[config.mk]
export PLATFORM = sky130hd
export DESIGN_NAME = instruction_fetch_flat
export DESIGN_NICKNAME = d
export VERILOG_FILES = /design/src/rtl/instruction_fetch_pkg.sv /design/src/rtl/instruction_fetch_if.sv /design/src/rtl/instruction_fetch.sv /design/src/flat_wrapper.sv
export SDC_FILE = /design/constraint.sdc
export NUM_CORES = 1
export LEC_CHECK = 0
export ABC_AREA = 1
export ABC_CLOCK_PERIOD_IN_PS = 4000
export CAP_MARGIN = 20
export CORE_MARGIN = 2
export CORE_UTILIZATION = 47
export DETAILED_ROUTE_END_ITERATION = 8
export GPL_TIMING_DRIVEN = 0
export PLACE_DENSITY_LB_ADDON = 0.2
export SLEW_MARGIN = 20
export SYNTH_ARGS = -nofsm -noshare
export SYNTH_HDL_FRONTEND = slang
export SYNTH_SLANG_ARGS = --single-unit
[constraint.sdc]
create_clock -name CLOCK_50 -period 4 [get_ports CLOCK_50]
set_clock_uncertainty 0.1 [all_clocks]
set_input_delay 0.4 -clock CLOCK_50 [delete_from_list [all_inputs] [get_ports CLOCK_50]]
set_output_delay 0.4 -clock CLOCK_50 [all_outputs]
set_load 0.05 [all_outputs]
[src/rtl/instruction_fetch_pkg.sv]
// ---------------------------------------------------------------------------
// instruction_fetch_pkg
//  Shared definitions for the fetch stage: FSM state encoding, the default
//  reset vector, the per-word PC increment and the all-zero word that stops
//  fetching.
// ---------------------------------------------------------------------------
package instruction_fetch_pkg;

    typedef enum logic {
        FETCH = 1'b0,
        HALT  = 1'b1
    } fetch_state_e;

    localparam logic [31:0] RESET_VECTOR_DEF = 32'h0000_0800;
    localparam int          PC_STEP_DEF      = 4;
    localparam logic [31:0] NOP_WORD         = 32'h0000_0000;

endpackage : instruction_fetch_pkg

[src/rtl/instruction_fetch_if.sv]
// ---------------------------------------------------------------------------
// instruction_fetch_if
//  Bundles the three buses around the fetch stage:
//   - program memory : RD, WR, BusDirecciones (out), BusDatos (in)
//   - decoder handoff: IR_Data, IR_PC, IR_Valid (out), IR_Ready (in)
//   - redirect/status: BR_Valid, BR_Target (in), Halted (out)
//  master = fetch stage, slave = memory/decoder/branch side.
// ---------------------------------------------------------------------------
interface instruction_fetch_if #(
    parameter int DW = 32
);
    logic          RD;
    logic          WR;
    logic [DW-1:0] BusDirecciones;
    logic [DW-1:0] BusDatos;
    logic [DW-1:0] IR_Data;
    logic [DW-1:0] IR_PC;
    logic          IR_Valid;
    logic          IR_Ready;
    logic          BR_Valid;
    logic [DW-1:0] BR_Target;
    logic          Halted;

    modport master (
        output RD, WR, BusDirecciones, IR_Data, IR_PC, IR_Valid, Halted,
        input  BusDatos, IR_Ready, BR_Valid, BR_Target
    );

    modport slave (
        input  RD, WR, BusDirecciones, IR_Data, IR_PC, IR_Valid, Halted,
        output BusDatos, IR_Ready, BR_Valid, BR_Target
    );
endinterface : instruction_fetch_if

[src/rtl/instruction_fetch.sv]
// ---------------------------------------------------------------------------
// instruction_fetch
//  Initiator of the program-memory read bus. Owns the PC, reads one word per
//  cycle from a combinational memory into a 1-entry instruction register and
//  hands it to the decoder with a valid/ready handshake. Supports branch
//  redirect and halting on an all-zero word.
// Ports
//  CLOCK_50    in  single clock, rising edge
//  RESET_InLow in  asynchronous active-low reset
//  bus         master modport of instruction_fetch_if (memory, IR, branch,
//              Halted)
// ---------------------------------------------------------------------------
module instruction_fetch
    import instruction_fetch_pkg::*;
#(
    parameter int                     DATAWIDTH_BUS = 32,
    parameter logic [DATAWIDTH_BUS-1:0] RESET_VECTOR  = DATAWIDTH_BUS'(RESET_VECTOR_DEF),
    parameter int                     PC_STEP       = PC_STEP_DEF,
    parameter bit                     HALT_ON_ZERO  = 1'b1
) (
    input  logic               CLOCK_50,
    input  logic               RESET_InLow,
    instruction_fetch_if.master bus
);

    localparam int DW = DATAWIDTH_BUS;

    fetch_state_e  state_q, state_d;
    logic [DW-1:0] pc_q, pc_d;
    logic [DW-1:0] ir_data_q, ir_data_d;
    logic [DW-1:0] ir_pc_q, ir_pc_d;
    logic          ir_valid_q, ir_valid_d;

    logic take;
    logic consume;
    logic zero_word;

    // A read happens only when the IR slot is free (or being emptied this
    // edge) and no redirect is pending; a redirect burns the cycle.
    assign take      = (state_q == FETCH) && (!ir_valid_q || bus.IR_Ready) && !bus.BR_Valid;
    assign consume   = ir_valid_q && bus.IR_Ready;
    assign zero_word = HALT_ON_ZERO && (bus.BusDatos == DW'(NOP_WORD));

    // Registers reset to FETCH/empty, which would otherwise make take=1 while
    // the reset is still held, so the strobe is gated by reset directly.
    assign bus.RD             = take && RESET_InLow;
    assign bus.WR             = 1'b0;
    assign bus.BusDirecciones = bus.RD ? pc_q : '0;
    assign bus.IR_Data        = ir_data_q;
    assign bus.IR_PC          = ir_pc_q;
    assign bus.IR_Valid       = ir_valid_q;
    assign bus.Halted         = (state_q == HALT);

    always_comb begin
        state_d    = state_q;
        pc_d       = pc_q;
        ir_data_d  = ir_data_q;
        ir_pc_d    = ir_pc_q;
        ir_valid_d = ir_valid_q;

        if (bus.BR_Valid) begin
            // Redirect flushes the IR even if the decoder is taking it now.
            pc_d       = {bus.BR_Target[DW-1:2], 2'b00};
            ir_valid_d = 1'b0;
            state_d    = FETCH;
        end else if (take) begin
            if (zero_word) begin
                // take implies the old IR was empty or consumed this edge,
                // so the slot ends up empty; PC stays on the zero word.
                ir_valid_d = 1'b0;
                state_d    = HALT;
            end else begin
                ir_data_d  = bus.BusDatos;
                ir_pc_d    = pc_q;
                ir_valid_d = 1'b1;
                pc_d       = pc_q + DW'(PC_STEP);
            end
        end else if (consume) begin
            ir_valid_d = 1'b0;
        end
    end

    always_ff @(posedge CLOCK_50 or negedge RESET_InLow) begin
        if (!RESET_InLow) begin
            state_q    <= FETCH;
            pc_q       <= RESET_VECTOR;
            ir_data_q  <= '0;
            ir_pc_q    <= '0;
            ir_valid_q <= 1'b0;
        end else begin
            state_q    <= state_d;
            pc_q       <= pc_d;
            ir_data_q  <= ir_data_d;
            ir_pc_q    <= ir_pc_d;
            ir_valid_q <= ir_valid_d;
        end
    end

endmodule : instruction_fetch

[src/flat_wrapper.sv]
// flat-port wrapper written by rule: the top's interface ports become plain ports
module instruction_fetch_flat import instruction_fetch_pkg::*;
#(
    parameter int                     DATAWIDTH_BUS = 32,
    parameter logic [DATAWIDTH_BUS-1:0] RESET_VECTOR  = DATAWIDTH_BUS'(RESET_VECTOR_DEF),
    parameter int                     PC_STEP       = PC_STEP_DEF,
    parameter bit                     HALT_ON_ZERO  = 1'b1
)
  (CLOCK_50, RESET_InLow, bus_RD, bus_WR, bus_BusDirecciones, bus_IR_Data, bus_IR_PC, bus_IR_Valid, bus_Halted, bus_BusDatos, bus_IR_Ready, bus_BR_Valid, bus_BR_Target);
  instruction_fetch_if #(.DW(32)) bus_i ();
  input  logic CLOCK_50;
  input  logic RESET_InLow;
  output wire logic [$bits(bus_i.RD)-1:0] bus_RD;
  output wire logic [$bits(bus_i.WR)-1:0] bus_WR;
  output wire logic [$bits(bus_i.BusDirecciones)-1:0] bus_BusDirecciones;
  output wire logic [$bits(bus_i.IR_Data)-1:0] bus_IR_Data;
  output wire logic [$bits(bus_i.IR_PC)-1:0] bus_IR_PC;
  output wire logic [$bits(bus_i.IR_Valid)-1:0] bus_IR_Valid;
  output wire logic [$bits(bus_i.Halted)-1:0] bus_Halted;
  input wire logic [$bits(bus_i.BusDatos)-1:0] bus_BusDatos;
  input wire logic [$bits(bus_i.IR_Ready)-1:0] bus_IR_Ready;
  input wire logic [$bits(bus_i.BR_Valid)-1:0] bus_BR_Valid;
  input wire logic [$bits(bus_i.BR_Target)-1:0] bus_BR_Target;
  assign bus_RD = bus_i.RD;
  assign bus_WR = bus_i.WR;
  assign bus_BusDirecciones = bus_i.BusDirecciones;
  assign bus_IR_Data = bus_i.IR_Data;
  assign bus_IR_PC = bus_i.IR_PC;
  assign bus_IR_Valid = bus_i.IR_Valid;
  assign bus_Halted = bus_i.Halted;
  assign bus_i.BusDatos = bus_BusDatos;
  assign bus_i.IR_Ready = bus_IR_Ready;
  assign bus_i.BR_Valid = bus_BR_Valid;
  assign bus_i.BR_Target = bus_BR_Target;
  instruction_fetch #(.DATAWIDTH_BUS(DATAWIDTH_BUS), .RESET_VECTOR(RESET_VECTOR), .PC_STEP(PC_STEP), .HALT_ON_ZERO(HALT_ON_ZERO)) u_core (.CLOCK_50(CLOCK_50), .RESET_InLow(RESET_InLow), .bus(bus_i));
endmodule
==> summary.md, run 1 <==
| Metric | Value |
|---|---|
| CTS sink count | `94` |
| Via/cell ratio | `5.08` |
| Worst R2R Start | `u_core.pc_q[11]$_DFFE_PN1P_` |
| Core Util, Final | `68.2%` |
| Status | `finished clean` |
| Dpl ws | `0.759 ns` |
| Largest net degree at the start of global routing | `66` |
| FF+latch count, synth | `94` |
| Top Ports | `168` |
| Syn-to-layout area delta | `40.4%` |
| Yosys Warn Count | `0` |
| Clk Tree Root Cell | `clkbuf_8` |
| Peak supply drop | `0.238 mV` |
| Gr ovfl total | `0` |
| Ys async rst share | `100%` |
| CP Capture Type | `primary output` |
| Routed Wire Length | `14,800 um` |
| Clk slew on worst S/H paths | `0.09 ns` |
| Ant diodes | `0` |
| Total Nets Final | `922` |
| CTS max path bufs | `2` |
| Die Ht | `108 um` |
| Core ar. | `0.0104 sq mm` |
| Min Tclk post-route | `3.64 ns` |
| Fin worst setup slack | `0.357 ns` |
| DR pass1 iterations | `5` |
| Worst R2R Path Depth | `8` |
| WL/cell | `14.8 um` |
| Final setup fails | `0` |
| Number of synthesized flops with an enable pin | `0` |
| Port Buffer Count | `160` |
| Total CTS buffers | `9` |
| Vias in the first global route | `4,900` |
| Power per cell area | `405 mW/mm^2` |
| CP arrival | `3.14 ns` |
| Initial antenna violation count | `0` |
| Post-route cell area | `0.00707 sq mm` |
| Site Rows | `37` |
| Routability Congestion | `0.949` |
| Worst setup path class | `in -> out` |
| Netlist Area Pre-Place | `0.00504 sq mm` |
| Leakage | `3.28 nW` |
| Hold Crit Class | `in -> async` |
| Final Max Tran Viols | `0` |
| Register area share after synthesis | `46.7%` |
| Post-Syn Instances | `676` |
| Initial DRC count | `400` |
| Post-DP Area | `0.00685 sq mm` |
| Layout cells sized above 1 | `9.56%` |
| Die W | `108 um` |
| Skew-Pair Late Insertion Delay | `0.37 ns` |
| Tightest Pin Transition | `0.578 ns` |
| Ys flop type | `dfrtp_1` |
| Gr usage total | `26.1%` |
| Reg2Reg Capture Point | `u_core.pc_q[31]$_DFFE_PN0P_` |
| Max Cap Viol | `0` |
| Synth Area per Inst | `7.45 sq um` |
| Via count of the routed design | `5,045` |
| Starting Density | `48.6%` |
| Post-DP HPWL | `11,200 um` |
| H-tree level count | `3` |
| Commonest non-fill, non-tap cells in the layout | `nand2_1 (230), clkdlybuf4s50_1 (159), dfrtp_1 (93), nor2_1 (89), nand3_1 (88)` |
| Hold_ws | `0.367 ns` |
| Final Hold Fails | `0` |
| Most common cell after layout, fill and taps aside | `nand2_1` |
| Critical path peak fanout | `65` |
| First-pass GRT wire length | `23,900 um` |
| TritonCTS clock tree | `built` |
| Fmax | `0.275 GHz` |
| Startpoint types | `input port` |
| WP data required | `3.50 ns` |
| Antenna viol nets, final | `0` |
| Fillers | `902` |
| RSZ-0062 raised after global routing | `no` |
| Total die area | `0.0116 sq mm` |
| Setup TNS | `0 ns` |
| R2R setup slack | `1.97 ns` |
| Synth unique cells | `33` |
| Fin crit share | `91.1%` |
| Post-route DRC | `0` |
| Max-slew headroom | `61.5%` |
## cell usage after synthesis (all sizes together) (3+ instances only)
library cell  number  area share [%]
nand3             88             8.7
dfrtp             93              46
nand2            250              20
nor2              97             8.0
xor2               8             1.4
or2                6            0.75
clkbuf            13             1.0
o21ai             43             5.1
a21oi              3            0.52
inv               49             3.7
buf               19             3.5
## worst max path at each step
stage / startpoint / slack, ns / cells after the start / endpoint
final: RESET_InLow / 0.36 / 7 / bus_BusDirecciones[28]
after global routing: RESET_InLow / 0.14 / 7 / bus_BusDirecciones[28]
after CTS: RESET_InLow / 0.31 / 7 / bus_BusDirecciones[28]
after detailed placement: bus_IR_Ready / 0.76 / 9 / bus_BusDirecciones[3]
after global placement: RESET_InLow / -2.75 / 5 / bus_BusDirecciones[3]
after floorplan: u_core.bus.IR_Valid$_DFFE_PN0P_ / 1.54 / 6 / bus_BusDirecciones[18]
## registers in the layout, summed over array words and instances, names as in the netlist
signal	count
u_core.bus.IR_Data	32
u_core.pc_q	30
u_core.bus.Halted	1
u_core.bus.IR_PC	30
u_core.bus.IR_Valid	1
## layer usage
layer	GRT usage (%)	vias to the layer above	routed length [um]
met1	35.1	2371	6390
met4	8.42	0	297
met2	42.7	191	7050
met5	0	-	0
li1	-	2457	-
met3	4.78	26	1010
## where the power goes
| group | internal [mW] | switching, mW |
|---|---|---|
| registers | 1.07 | 0.0991 |
| logic | 0.348 | 0.663 |
| clock network | 0.326 | 0.357 |
## cells by family (layout without fill, tap and decap cells)
family	count (synthesis)	in the layout	synth area share [%]
XOR/XNOR	8	8	1.39
AO/OA/AOI/OAI	46	46	5.61
buffers and inverters	81	259	8.25
flip-flops	94	94	46.7
other	1	5	0.0744
adder cells (fa/ha/maj)	1	1	0.248
AND/OR/NAND/NOR	445	445	37.7
## stage by stage
step                std cells  power [mW]
finish                    994        2.87
global route              994        3.00
CTS                       994        2.87
detailed placement        977        2.20
global placement          976        2.18
floorplan                 680        1.81
## what timing repair did
item / 4_1_cts / 5_1_grt
gates resized for setup: 0 / 0
setup buffers: 0 / 0
hold buffers: 1 / 0
setup endpoints to repair: 0 / 0
endpoints found under the hold margin: 30 / 0
## critical path, cell delays in order
cell and delay (ns):
dlygate4sd3_1 0.54, buf_6 0.29, buf_16 0.34, nand2_1 0.23, clkbuf_1 0.29, nor2_1 0.20
clkdlybuf4s50_1 0.84
## layout make-up
| cell class | count | area [sq um] | share of cell area, % |
|---|---|---|---|
| plain buffers | 32 | 229 | 3.24 |
| clock buffers | 12 | 155 | 2.19 |
| clock inverters | 4 | 55.1 | 0.778 |
| inverters | 49 | 186 | 2.64 |
| multi-input cells | 505 | 2280 | 32.3 |
| flip-flops and latches | 94 | 2350 | 33.3 |
| well taps | 136 | 170 | 2.41 |
| repair buffers | 162 | 1640 | 23.2 |
No activity file was read; power rests on OpenSTA's default activity.
==> run 2, diff against run 1 <==
--- a/config.mk
+++ b/config.mk
@@ -5,7 +5,6 @@
 export SDC_FILE = /design/constraint.sdc
 export NUM_CORES = 1
 export LEC_CHECK = 0
-export ABC_AREA = 1
 export ABC_CLOCK_PERIOD_IN_PS = 4000
 export CAP_MARGIN = 20
 export CORE_MARGIN = 2
==> run 2 against run 1 <==
Against the previous run:
- design area fell by 6.8%
- die area down 9.0%
- sequential share of layout area grew 2.4 points
- clock-buffer cell count is 1 lower
- non-clock buffer count decreased by 6
- clock power decreased by 13%
- core utilization grew 2.5 points
- synthesized cell count decreased by 43%
- worst setup slack got worse by 0.11 ns
- hold slack better by 0.030 ns
==> summary.md, run 2 <==
| Metric | Value |
|---|---|
| Skew-Pair Late Insertion Delay | `0.36 ns (was 0.37 ns)` |
| Top Ports | `168 (unchanged)` |
| Die W | `103 um (was 108 um)` |
| Startpoint types | `input port (unchanged)` |
| Power per cell area | `415 mW/mm^2 (was 405 mW/mm^2)` |
| Most common cell after layout, fill and taps aside | `clkdlybuf4s50_1 (was nand2_1)` |
| Netlist Area Pre-Place | `0.00456 sq mm (was 0.00504 sq mm)` |
| Final Max Tran Viols | `0 (unchanged)` |
| WP data required | `3.50 ns (about the same)` |
| Max reg flops | `32 (unchanged)` |
| First-pass GRT wire length | `18,700 um (was 23,900 um)` |
| CTS sink count | `94 (unchanged)` |
| Tightest Pin Transition | `0.560 ns (was 0.578 ns)` |
| Ys flop type | `dfrtp_1 (unchanged)` |
| Number of synthesized flops with an enable pin | `0 (unchanged)` |
| Clk slew on worst S/H paths | `0.09 ns (about the same)` |
| Post-route DRC | `0 (unchanged)` |
| Routability Congestion | `0.822 (was 0.949)` |
| Synth unique cells | `40 (was 33)` |
| Ys async rst share | `100% (unchanged)` |
| Clk Tree Root Cell | `clkbuf_8 (unchanged)` |
| Yosys Warn Count | `0 (unchanged)` |
| Cell taking the most area after synthesis | `dfrtp_1 (unchanged)` |
| Gr usage total | `23.2% (was 26.1%)` |
| Antenna viol nets, final | `0 (unchanged)` |
| Initial DRC count | `128 (was 400)` |
| CP arrival | `3.25 ns (was 3.14 ns)` |
| Via count of the routed design | `3,717 (was 5,045)` |
| Gr ovfl total | `0 (unchanged)` |
| Total die area | `0.0105 sq mm (was 0.0116 sq mm)` |
| Core Util, Final | `70.7% (was 68.2%)` |
| Critical path peak fanout | `49 (was 65)` |
| Count leader, synth | `dfrtp_1 (was nand2_1)` |
| Post-Syn Instances | `388 (was 676)` |
| FF+latch count, synth | `94 (unchanged)` |
| Core ar. | `0.00933 sq mm (was 0.0104 sq mm)` |
| Hold Crit Class | `reg -> reg (was in -> async)` |
| Fin worst setup slack | `0.247 ns (was 0.357 ns)` |
| Synth Area per Inst | `11.8 sq um (was 7.45 sq um)` |
| Synth top area share | `51.0% (was 46.2%)` |
| Leakage | `2.81 nW (was 3.28 nW)` |
| Largest net degree at the start of global routing | `50 (was 66)` |
| Final setup fails | `0 (unchanged)` |
| Fin crit share | `93.8% (was 91.1%)` |
| Syn-to-layout area delta | `44.5% (was 40.4%)` |
| Total power | `2.74 mW (was 2.87 mW)` |
| Final Hold Fails | `0 (unchanged)` |
| TritonCTS clock tree | `built (unchanged)` |
| Critical-path cell list | `dlygate4sd3_1 > clkbuf_8 > buf_16 > and3_1 > clkbuf_1 > and2_1 > clkdlybuf4s50_1 (was dlygate4sd3_1 > buf_6 > buf_16 > nand2_1 > clkbuf_1 > nor2_1 > clkdlybuf4s50_1)` |
| Post-DP HPWL | `9200 um (was 11,200 um)` |
| Worst path max stage delay | `0.81 ns (was 0.84 ns)` |
| Initial antenna violation count | `0 (unchanged)` |
| Max Cap Viol | `0 (unchanged)` |
| Vias in the first global route | `3,717 (was 4,900)` |
| Total Nets Final | `634 (was 922)` |
| CTS max path bufs | `2 (unchanged)` |
| Starting Density | `48.9% (was 48.6%)` |
| Register area share after synthesis | `51.6% (was 46.7%)` |
| Fmax | `0.266 GHz (was 0.275 GHz)` |
| H-tree level count | `3 (unchanged)` |
| WL/cell | `17.3 um (was 14.8 um)` |
| CP Capture Type | `primary output (unchanged)` |
| Via/cell ratio | `5.32 (was 5.08)` |
| Site Rows | `35 (was 37)` |
| Total CTS buffers | `9 (unchanged)` |
| Status | `finished clean (unchanged)` |
| Routed Wire Length | `12,100 um (was 14,800 um)` |
| Synth top cells by count | `dfrtp_1 (93), mux2_1 (61), and2_1 (36) (was nand2_1 (230), dfrtp_1 (93), nor2_1 (89))` |
| Dpl ws | `0.486 ns (was 0.759 ns)` |
| Max-slew headroom | `62.5% (was 61.5%)` |
| Setup TNS | `0 ns (unchanged)` |
| Layout cells sized above 1 | `7.19% (was 9.56%)` |
| Die Ht | `103 um (was 108 um)` |
| Worst setup path class | `in -> out (unchanged)` |
| Peak supply drop | `0.223 mV (was 0.238 mV)` |
| Min Tclk post-route | `3.75 ns (was 3.64 ns)` |
| Commonest non-fill, non-tap cells in the layout | `clkdlybuf4s50_1 (149), dfrtp_1 (93), mux2_1 (61), and2_1 (36), nand2_1 (23) (was nand2_1 (230), clkdlybuf4s50_1 (159), dfrtp_1 (93), nor2_1 (89), nand3_1 (88))` |
| RSZ-0062 raised after global routing | `no (unchanged)` |
| Port Buffer Count | `160 (unchanged)` |
| Ranking of synthesized cells by area | `dfrtp_1 (51%), mux2_1 (15%), and2_1 (4.9%) (was dfrtp_1 (46%), nand2_1 (17%), nand3_1 (8.7%))` |
| DR pass1 iterations | `4 (was 5)` |
| Ant diodes | `0 (unchanged)` |
| Worst path slowest cell | `clkdlybuf4s50_1 (unchanged)` |
## run 2: cell count changes after synthesis, sizes merged, moves of 6 or more
| cell | change |
|---|---|
| o2111ai | +16 |
| nand3 | -82 |
| xor2 | +9 |
| inv | -46 |
| and2 | +35 |
| o21ai | -14 |
| nand2 | -227 |
| mux2 | +63 |
| a31oi | +6 |
| or3 | +6 |
| nor2 | -81 |
| buf | -7 |
| nor4 | +10 |
## run 2: path summary, 6_finish.rpt
path,from,to,slack [ns],depth (start not counted)
max,RESET_InLow,bus_BusDirecciones[12],0.25,7
min,u_core.bus.IR_PC[27]$_DFFE_PN0P_,u_core.bus.IR_PC[27]$_DFFE_PN0P_,0.40,1
max reg2reg,u_core.pc_q[2]$_DFFE_PN0P_,u_core.pc_q[28]$_DFFE_PN0P_,1.54,6
min reg2reg,u_core.bus.IR_PC[27]$_DFFE_PN0P_,u_core.bus.IR_PC[27]$_DFFE_PN0P_,0.40,1
max in group asynchronous,RESET_InLow,u_core.pc_q[11]$_DFFE_PN1P_,2.75,3
min in group asynchronous,RESET_InLow,u_core.bus.IR_Data[0]$_DFFE_PN0P_,0.43,2
## run 2: final cells by class
class / instances / area [sq um]
Fill cell: 704 / 2730
Sequential cell: 94 / 2350
Multi-Input combinational cell: 268 / 2050
Timing Repair Buffer: 162 / 1670
Buffer: 26 / 166
Tap cell: 129 / 161
Clock buffer: 11 / 141
Clock inverter: 5 / 42.5
Inverter: 4 / 15.0
## run 2: power by group
part / total [mW] / internal [mW] / switching [mW]
registers: 1.17 / 1.08 / 0.0953
logic: 0.968 / 0.360 / 0.609
clock network: 0.594 / 0.249 / 0.345
total: 2.74 / 1.69 / 1.05
## run 2: what timing repair did
item                                    4_1_cts  5_1_grt
hold endpoints to repair                     48        0
endpoints found under the setup margin        0       20
hold buffers                                  1        0
resized for setup                             0       13
setup buffers                                 0        0
## run 2: routing by layer
layer	GRT usage, %	wire length, um	vias up
met5	0	0	-
met4	7.18	137	0
met3	4.61	883	12
met2	39.8	5960	148
met1	29.9	5150	1815
li1	-	-	1742
## run 2: cells by family (layout without fill, tap and decap cells)
logic type               count (synthesis)  after routing  share of synthesized area (%)
AO/OA/AOI/OAI                           60             60                           9.29
XOR/XNOR                                21             21                           4.03
adder cells (fa/ha/maj)                  1              1                          0.274
buffers and inverters                   30            208                           3.95
flip-flops                              94             94                           51.6
multiplexers                            64             64                           15.8
other                                    1              5                         0.0822
AND/OR/NAND/NOR                        117            117                           15.0
## run 2: critical path, delay by kind of cell
family,cells,cell delay [ns]
and+or+nand+nor,2,0.46
buffers and inverters,5,2.36
## run 2: through the flow
stage | cells | hold slack [ns] | cell area, sq um
CTS | 699 | 0.402 | 6570
global placement | 681 | 0.373 | 6340
detailed placement | 682 | 0.263 | 6370
floorplan | 392 | 0.00441 | 4580
finish | 699 | 0.397 | 6590
global route | 699 | 0.411 | 6590
==> run 3, diff against run 2 <==
--- a/config.mk
+++ b/config.mk
@@ -12,7 +12,6 @@
 export DETAILED_ROUTE_END_ITERATION = 8
 export GPL_TIMING_DRIVEN = 0
 export PLACE_DENSITY_LB_ADDON = 0.2
-export SLEW_MARGIN = 20
 export SYNTH_ARGS = -nofsm -noshare
 export SYNTH_HDL_FRONTEND = slang
 export SYNTH_SLANG_ARGS = --single-unit
==> run 3 against run 2 <==
Against the previous run:
- largest cell class unchanged
- design area barely moved
- highest routed layer unchanged
- final cell count up 0.14%
- die area stayed put
- first-iteration DRC count down 13%
- via count about the same
- critical endpoint is now bus_BusDirecciones[23]
==> summary.md, run 3 (same netlist as run 2, synthesis figures left out) <==
| Metric | Value |
|---|---|
| Vias in the first global route | `3,720 (was 3,717)` |
| Clk slew on worst S/H paths | `0.09 ns (about the same)` |
| Gr usage total | `23.2% (about the same)` |
| Gr ovfl total | `0 (unchanged)` |
| CTS max path bufs | `2 (unchanged)` |
| WL/cell | `17.2 um (was 17.3 um)` |
| Worst path slowest cell | `clkdlybuf4s50_1 (unchanged)` |
| Fin crit share | `87.4% (was 93.8%)` |
| Most common cell after layout, fill and taps aside | `clkdlybuf4s50_1 (unchanged)` |
| Total Nets Final | `635 (was 634)` |
| H-tree level count | `3 (unchanged)` |
| CP Capture Type | `primary output (unchanged)` |
| NetSw | `1.05 mW (about the same)` |
| Via/cell ratio | `5.31 (was 5.32)` |
| WP data required | `3.50 ns (about the same)` |
| TritonCTS clock tree | `built (unchanged)` |
| DR pass1 iterations | `4 (unchanged)` |
| Post-route DRC | `0 (unchanged)` |
| Routability Congestion | `0.822 (unchanged)` |
| Port Buffer Count | `160 (unchanged)` |
| Leakage | `2.65 nW (was 2.81 nW)` |
| Die Ht | `103 um (unchanged)` |
| Post-DP HPWL | `9200 um (about the same)` |
| R2R setup slack | `1.56 ns (was 1.54 ns)` |
| Die W | `103 um (unchanged)` |
| Worst R2R Path Depth | `6 (unchanged)` |
| Switching Share | `38.3% (about the same)` |
| Syn-to-layout area delta | `44.4% (was 44.5%)` |
| Max Cap Viol | `0 (unchanged)` |
| Total die area | `0.0105 sq mm (unchanged)` |
| Starting Density | `48.9% (unchanged)` |
| Reg2Reg Capture Point | `u_core.pc_q[28]$_DFFE_PN0P_ (unchanged)` |
| Largest net degree at the start of global routing | `49 (was 50)` |
| Pint | `1.69 mW (about the same)` |
| CP Launch Point | `RESET_InLow (unchanged)` |
| Power per cell area | `416 mW/mm^2 (was 415 mW/mm^2)` |
| Routed Wire Length | `12,000 um (was 12,100 um)` |
| Top Ports | `168 (unchanged)` |
| Site Rows | `35 (unchanged)` |
| WP buf/inv | `5 (unchanged)` |
| Worst setup path class | `in -> out (unchanged)` |
| Critical-path cell list | `dlygate4sd3_1 > buf_4 > buf_16 > and3_1 > clkbuf_1 > and2_1 > clkdlybuf4s50_1 (was dlygate4sd3_1 > clkbuf_8 > buf_16 > and3_1 > clkbuf_1 > and2_1 > clkdlybuf4s50_1)` |
| Max reg flops | `32 (unchanged)` |
| Sequential share of power | `42.8% (was 42.9%)` |
| Clk Tree Root Cell | `clkbuf_8 (unchanged)` |
| Initial antenna violation count | `0 (unchanged)` |
| Final Hold Fails | `0 (unchanged)` |
| Stages on the worst setup path | `7 (unchanged)` |
| Setup TNS | `0 ns (unchanged)` |
| Core Util, Final | `70.6% (was 70.7%)` |
| Initial DRC count | `112 (was 128)` |
| Hold Crit Class | `reg -> reg (unchanged)` |
| Worst path max stage delay | `0.80 ns (was 0.81 ns)` |
| Ant diodes | `0 (unchanged)` |
| Largest delay contributor family on the critical path | `buffers and inverters (unchanged)` |
| Min Tclk post-route | `3.50 ns (was 3.75 ns)` |
| Total CTS buffers | `9 (unchanged)` |
| Total power | `2.74 mW (about the same)` |
| CTS sink count | `94 (unchanged)` |
| Critical path peak fanout | `47 (was 49)` |
| Fmax | `0.286 GHz (was 0.266 GHz)` |
| Worst R2R Start | `u_core.pc_q[2]$_DFFE_PN0P_ (unchanged)` |
| Final Max Tran Viols | `0 (unchanged)` |
| Layout cells sized above 1 | `7.18% (was 7.19%)` |
| Via count of the routed design | `3,714 (was 3,717)` |
| Antenna viol nets, final | `0 (unchanged)` |
| Tightest Pin Transition | `0.570 ns (was 0.560 ns)` |
| Peak supply drop | `0.234 mV (was 0.223 mV)` |
| Status | `finished clean (unchanged)` |
| Core ar. | `0.00933 sq mm (unchanged)` |
| CP arrival | `3.00 ns (was 3.25 ns)` |
| First-pass GRT wire length | `18,700 um (about the same)` |
| RSZ-0062 raised after global routing | `no (unchanged)` |
| Setup crit end | `bus_BusDirecciones[23] (was bus_BusDirecciones[12])` |
| Combinational power share | `35.4% (about the same)` |
| Skew-Pair Late Insertion Delay | `0.36 ns (about the same)` |
| Startpoint types | `input port (unchanged)` |
| Commonest non-fill, non-tap cells in the layout | `clkdlybuf4s50_1 (159), dfrtp_1 (93), mux2_1 (61), and2_1 (36), nand2_1 (23) (was clkdlybuf4s50_1 (149), dfrtp_1 (93), mux2_1 (61), and2_1 (36), nand2_1 (23))` |
| Clock power frac | `21.8% (was 21.7%)` |
| Final setup fails | `0 (unchanged)` |
| Max-slew headroom | `61.9% (was 62.5%)` |
| Post-cts gate resize count | `0 (unchanged)` |
[run 3: stage by stage]
step | instance area [sq um] | std cells | setup slack, ns | hold WS [ns]
3_3_place_gp | 6340 | 681 | -2.47 | 0.373
4_1_cts | 6590 | 700 | 0.438 | 0.403
6_report | 6590 | 700 | 0.503 | 0.397
3_5_place_dp | 6370 | 682 | 0.477 | 0.358
5_1_grt | 6590 | 700 | 0.283 | 0.412
2_1_floorplan | 4580 | 392 | 1.07 | 0.00441
[run 3: worst min path at each step]
| stage | from | end | slack, ns | cells after the start |
|---|---|---|---|---|
| final | u_core.bus.IR_PC[5]$_DFFE_PN0P_ | u_core.bus.IR_PC[5]$_DFFE_PN0P_ | 0.40 | 1 |
| after global routing | u_core.bus.IR_Data[6]$_DFFE_PN0P_ | u_core.bus.IR_Data[6]$_DFFE_PN0P_ | 0.41 | 1 |
| after CTS | u_core.bus.IR_PC[5]$_DFFE_PN0P_ | u_core.bus.IR_PC[5]$_DFFE_PN0P_ | 0.40 | 1 |
| after detailed placement | RESET_InLow | u_core.bus.IR_Data[0]$_DFFE_PN0P_ | 0.36 | 1 |
| after global placement | u_core.bus.IR_PC[6]$_DFFE_PN0P_ | u_core.bus.IR_PC[6]$_DFFE_PN0P_ | 0.37 | 1 |
| after floorplan | RESET_InLow | u_core.bus.Halted$_DFFE_PN0P_ | 0.004 | 0 |
[run 3: power groups by stage]
stage          Sequential [mW]  Clock [mW]  Combinational (mW)
5_1_grt                   1.19       0.647                1.02
3_3_place_gp              1.18           0               0.956
3_5_place_dp              1.19           0               0.972
4_1_cts                   1.17       0.607               0.979
6_report                  1.17       0.596               0.970
2_1_floorplan             1.52           0               0.247
[run 3: area by class of cell]
cell class / instances / area [sq um]
fillers: 704 / 2740
flip-flops and latches: 94 / 2350
multi-input cells: 268 / 2050
repair buffers: 163 / 1660
plain buffers: 26 / 165
well taps: 129 / 161
clock buffers: 11 / 141
clock inverters: 5 / 42.5
inverters: 4 / 15.0
[run 3: metal layers]
layer  wire (um)  GRT usage [%]  vias up
met5           0              0        -
met3         919           4.75       15
met2        5910           39.8      140
met4         138           6.36        0
met1        5050           30.0     1812
li1            -              -     1747
[run 3: timing repair]
action	CTS	global route
setup buffers	0	0
hold endpoints to repair	48	0
hold buffers	2	0
